## src/rtl/mul16_seq.sv

```systemverilog
// mul16_seq: 16x16 unsigned shift-and-add multiplier, one partial product per RUN cycle.
// Define MUL16_SEQ_EARLY_EXIT_EN to end RUN as soon as no multiplier bits remain.
module mul16_seq (
    input  logic        clock,
    input  logic        reset,
    input  logic        start,
    input  logic [15:0] a,
    input  logic [15:0] b,
    output logic        busy,
    output logic        done,
    output logic [15:0] out,
    output logic        ovf
);
    typedef enum logic [1:0] {IDLE, RUN, DONE} state_t;
    state_t state, next;
    logic [31:0] mcand, acc, acc_sum;
    logic [15:0] mplier;
    logic [3:0]  count;
    logic        last;
    assign acc_sum = mplier[0] ? acc + mcand : acc;
`ifdef MUL16_SEQ_EARLY_EXIT_EN
    assign last = (count == 4'd15) || (mplier[15:1] == 15'd0);
`else
    assign last = count == 4'd15;
`endif
    assign busy = state == RUN;
    assign done = state == DONE;
    always_ff @(posedge clock or posedge reset) begin
        if (reset) state <= IDLE;
        else       state <= next;
    end
    always_comb begin
        next = state;
        case (state)
            IDLE:    next = start ? RUN : IDLE;
            RUN:     next = last ? DONE : RUN;
            DONE:    next = start ? RUN : IDLE;
            default: next = IDLE;
        endcase
    end
    // Result registers only change on the last RUN cycle, so a new start leaves them intact.
    always_ff @(posedge clock or posedge reset) begin
        if (reset) begin
            mcand  <= '0;
            mplier <= '0;
            acc    <= '0;
            count  <= '0;
            out    <= '0;
            ovf    <= 1'b0;
        end else if (state == RUN) begin
            acc    <= acc_sum;
            mcand  <= mcand << 1;
            mplier <= mplier >> 1;
            count  <= count + 4'd1;
            if (last) begin
                out <= acc_sum[15:0];
                ovf <= |acc_sum[31:16];
            end
        end else if (start) begin
            mcand  <= {16'd0, a};
            mplier <= b;
            acc    <= '0;
            count  <= '0;
        end
    end
endmodule

```

## config.mk

```make
export PLATFORM = sky130hd
export DESIGN_NAME = mul16_seq
export DESIGN_NICKNAME = d
export VERILOG_FILES = /design/src/rtl/mul16_seq.sv
export SDC_FILE = /design/constraint.sdc
export NUM_CORES = 1
export LEC_CHECK = 0
export BUFFER_PORTS_ARGS = -buffer_cell sky130_fd_sc_hd__buf_2
export CAP_MARGIN = 10
export CORE_MARGIN = 2
export CORE_UTILIZATION = 50
export CTS_CLUSTER_DIAMETER = 40
export CTS_CLUSTER_SIZE = 10
export DETAILED_ROUTE_END_ITERATION = 16
export PLACE_DENSITY = 0.69
export SLEW_MARGIN = 20
export SYNTH_ARGS = -nofsm -noshare
export SYNTH_HDL_FRONTEND = slang
export SYNTH_SLANG_ARGS = --single-unit
```

## constraint.sdc

```tcl
create_clock -name clock -period 9.3 [get_ports clock]
set_clock_uncertainty 0.1 [all_clocks]
set_input_delay 1.86 -clock clock [delete_from_list [all_inputs] [get_ports clock]]
set_output_delay 1.86 -clock clock [all_outputs]
set_load 0.02 [all_outputs]
```

; ---- Word level (Yosys, flattened, before mapping)
; Index checks and enable logic that the tools add are counted.
[classes]
reduce_logical = 5
n_eq_ne = 3
addsub = 2
muxes = 12
[op_table]
columns = cell, n
row1 = 32-bit 2-to-1 mux, 5
row2 = 32-bit adder, 1
row3 = 16-bit 2-to-1 mux, 2
row4 = 16-bit OR reduction, 1
row5 = 4-bit 2-to-1 mux, 2
row6 = 4-bit by 1-bit adder with 4-bit output (second input constant), 1
row7 = 4-bit equality test (second input constant), 1
row8 = 2-bit case mux with 2 select lines, 1
row9 = 2-bit by 1-bit equality test with 1-bit output (second input constant), 1
row10 = 2-bit equality test (second input constant), 1
row11 = 2-bit zero test, 1
row12 = 2-bit 2-to-1 mux, 1
row13 = 2-bit AND reduction, 1
row14 = 2-bit nonzero test, 1
row15 = 2-bit OR reduction, 1
row16 = 1-bit 2-to-1 mux, 1
[totals]
ff_bits = 103
wordCells = 29
in_bits = 35
output_inout_bits = 19

; ---- Logic depth before layout (Yosys ltp)
[depth]
depth_word = 3
ltp_mapped = 12
mapped_depth_nobuf = 12

; ---- Worst setup path before layout
; No wires, ideal clock.
[synth_timing]
path_type = register -> output
from = reg state[1]
to = out busy
setup_slack_ns = 5.990
path_stages_with_launch = 6
path_buffers = 3
t_required_ns = 7.340
arrival_time_ns = 1.350
path_cell_list = dfrtp_1 > nand2b_1 > clkbuf_1 > inv_2 > clkbuf_1 > buf_1
[synth_between]
elab_chain_len = 1
[synth_lines]
columns = item, line_no
row1 = from (decl), 15  ; state_t state, next;
row2 = from (signal assigned), 30  ; else state <= next;
row3 = 2-bit by 1-bit equality test with 1-bit output, 26  ; assign busy = state == RUN;
row4 = to (decl), 9  ; output logic busy,
; Every way passes these cells.

; ---- Worst setup path in the final report
; Same ends and word-level chain as after synthesis.

==> out/results.ini <==
[clocking]
cts_repair_resize_count = 0
clk_path_buf_depth = 2
cts_root_buf = clkbuf_16
htreeDepth = 3
clkTransAtPathRegs_ns = 0.07
worstSkewPairLatency_ns = 0.35
cts_setup_buffers = 0
clock-sinks = 103
tritoncts = done
numCtsBuffers = 9
holdBufCountCts = 0

[worst_setup_path]
cpPeakStageDelay_ns = 0.71
cp.arrival_ns = 2.79
ff2ff_path_depth = 12
crit_type = register to output port
cp_max_fo = 59
timing.rr.end = ovf$_DFFE_PP0P_
path_cells = nand2b_1 > inv_2 > buf_4 > buf_2
startpoint_type = register
reg2reg_slack_ns = 5.64
required_ns = 7.34
critPathCaptureType = output port
cp_slowest_cell = inv_2
reg2reg_from = mcand[0]$_DFFE_PP0P_

[hold_path]
holdCritPathClass = register to register
hold_depth = 2
holdPathEnd = out[9]$_DFFE_PP0P_
hold_start = out[9]$_DFFE_PP0P_

[placement]
place_hpwl_um = 9875
post_dp_cell_area_um2 = 6440
gp_congestion = 0.9369
io_buffer_count = 53
dp_slack_ns = 4.907

[routing]
wl_per_cell_um = 16.62
first_pass_iters = 5
num_vias = 4915
wirelength_um = 14030
viasPerCell = 5.823
drc = 0
drt_iter0_drc = 393
ant_nets = 0

[power_and_ir_drop]
swShare_pct = 44.58
power_frac_comb_pct = 51.4
vdd_drop_max_mv = 0.1665
power.leakage_nw = 3.181
pwr-share-seq_pct = 32.5
powerDensity_nw_per_um2 = 348.8
clockPowerShare_pct = 16.0
intPower_mw = 1.302
p_sw_mw = 1.047

[timing]
finalSetupTns_ns = 0
worst_pin_slew_ns = 1.075
fmax_mhz = 210.5
period_minus_slack_ns = 4.750
slew_violations = 0
rsz0062_at_grt = no
slew_headroom_pct = 28.33
finalSetupViolations = 0
finalHoldViolCount = 0
setup_ws_ns = 4.550
timing.final.crit_share_pct = 51.07

[grt]
grt_overflow = 0
antenna_found_initial = 0
grt_usage_pct = 22.41
grt_pass1_wl_um = 23520
grt_pass1_vias = 4804
grt_max_degree = 84

[floorplan]
core_um2 = 12010
die_x_um = 114.7
io_pins = 54
die_area_um2 = 13170
num_rows = 40
initial_core_util_pct = 51.05
die-height_um = 114.7

[synth]
synth_top_area_cell = dfrtp_1
ys.flop_type = dfrtp_1
synth_edf_count = 0
syn_nets = 728
async_flop_share_pct = 100.0
synth_area_um2 = 6132
syn_avg_cell_area_um2 = 9.291
synth_top_area_share_pct = 42.03
ys_seq_area_share_pct = 42.03
ys_ff_latch = 103
syn_inst = 660
ys_types = 65
synth_warnings = 0
netlist_top_cells_area = dfrtp_1 (42%), mux2i_1 (7.8%), nand2_1 (7.1%), ha_1 (6.5%), o21ai_0 (5.8%)

[final_layout]
fin_area_um2 = 6738
finalNetCount = 760
nFillCells = 1080
drive_gt1_share_pct = 14.06
syn_to_final_growth_pct = 9.876
multi_input_area_um2 = 3331
regArea_um2 = 2577
diodes = 0

[job]
cap_violations = 0

[outcome]
outcome = completed

[worst max-delay path: cells and delay by family, from the launching register on]
kind	cells	cell delay (ns)
buffers and inverters	3	1.50
DFF	1	0.37
and+or+nand+nor	1	0.54
[placed cells by master, fill, tap and decap left out, types with 3 or more instances in the layout]
cell type  netlist  routed
ha_1            32      32
nand2b_1         3       3
dfrtp_1        103     103
clkbuf_16        0       9
a21o_1          11      11
o21bai_1         4       4
o21ai_0         71      71
o211ai_1         3       3
and3_1           3       3
nand3_1         17      17
xnor2_1         19      19
o21a_1           7       7
a21oi_1         28      28
buf_2            1      53
nor2_1          26      26
or4_1            3       3
xor2_1           9       9
a211oi_2         3       3
nand4_1          7       7
nor2b_1          3       3
nand2_2          2       3
nor3_1           5       5
o31ai_1          3       3
buf_4            1       5
inv_1            8       7
nand2_1        116     115
a31oi_1          9       9
o21ai_1         22      22
mux2i_1         48      48
and3_2           3       3
a22o_1          18      18
[registers in the layout (all words and copies together) (netlist names)]
signal  count
mcand      32
out        16
state       2
acc        32
ovf         1
mplier     16
count       4
[power by group through the flow]
stage | Clock [mW] | Combinational (mW) | Sequential [mW]
after global routing | 0.402 | 1.35 | 0.788
after detailed placement | 0 | 1.20 | 0.771
after CTS | 0.384 | 1.20 | 0.764
after floorplan | 0 | 0.928 | 0.769
after global placement | 0 | 1.16 | 0.765
final | 0.377 | 1.21 | 0.764
[cell families after synthesis]
logic type,share of synthesized area (%)
multiplexers,7.835
XOR/XNOR,3.999
AO/OA/AOI/OAI,21.10
adder cells (fa/ha/maj),6.856
buffers and inverters,3.693
AND/OR/NAND/NOR,14.49
flip-flops,42.03
[worst max-delay path by stage]
stage | from | to | slack (ns) | cells after the start
floorplan | reset | acc[0]$_DFFE_PP0P_ | 4.64 | 1
global placement | state[1]$_DFF_PP0_ | busy | 5.02 | 4
detailed placement | state[1]$_DFF_PP0_ | busy | 4.91 | 4
CTS | state[1]$_DFF_PP0_ | busy | 4.53 | 4
global route | state[1]$_DFF_PP0_ | busy | 4.27 | 4
finish | state[1]$_DFF_PP0_ | busy | 4.55 | 4
[cell usage after synthesis (all sizes together), types with 2 or more instances]
master and instances:
nand4 7, o2111ai 2, or3 2, mux2i 48, nand3 17, dfrtp 103
a2111oi 2, o21a 7, clkbuf 28, xnor2 19, nor3 5, a31oi 9
and2 2, nand2b 3, or2 2, and4 2, o22ai 2, inv 9
a221oi 2, ha 32, a21o 12, and3 6, o21ai 95, or4 3
a21oi 30, buf 9, nor2 26, a22o 18, o21bai 4, o211ai 4
xor2 9, a211oi 3, o31ai 4, nor2b 3, nand2 118
[layout make-up]
type,instances,area share [%]
Clock inverter,5,0.8728
Multi-Input combinational cell,509,49.43
Inverter,10,0.5942
Sequential cell,103,38.25
Clock buffer,11,3.454
Tap cell,147,2.730
Timing Repair Buffer,59,4.661
[per-stage QoR]
stage	hold slack (ns)	power [mW]	cells	util, %
3_3_place_gp	0.3576	1.927	828	53.61
2_1_floorplan	0.3492	1.697	660	-
5_1_grt	0.4125	2.540	844	56.09
6_report	0.3757	2.350	844	56.09
4_1_cts	0.3810	2.352	844	56.04
3_5_place_dp	0.3649	1.966	828	53.61
[routing by layer]
| layer | track usage [%] | up-vias | wire [um] |
|---|---|---|---|
| met1 | 30.03 | 2356 | 6494 |
| met3 | 4.428 | 13 | 587 |
| met5 | 0 | - | 0 |
| met4 | 6.024 | 0 | 143 |
| li1 | - | 2430 | - |
| met2 | 37.48 | 116 | 6802 |
No activity file was read; power rests on OpenSTA's default activity.
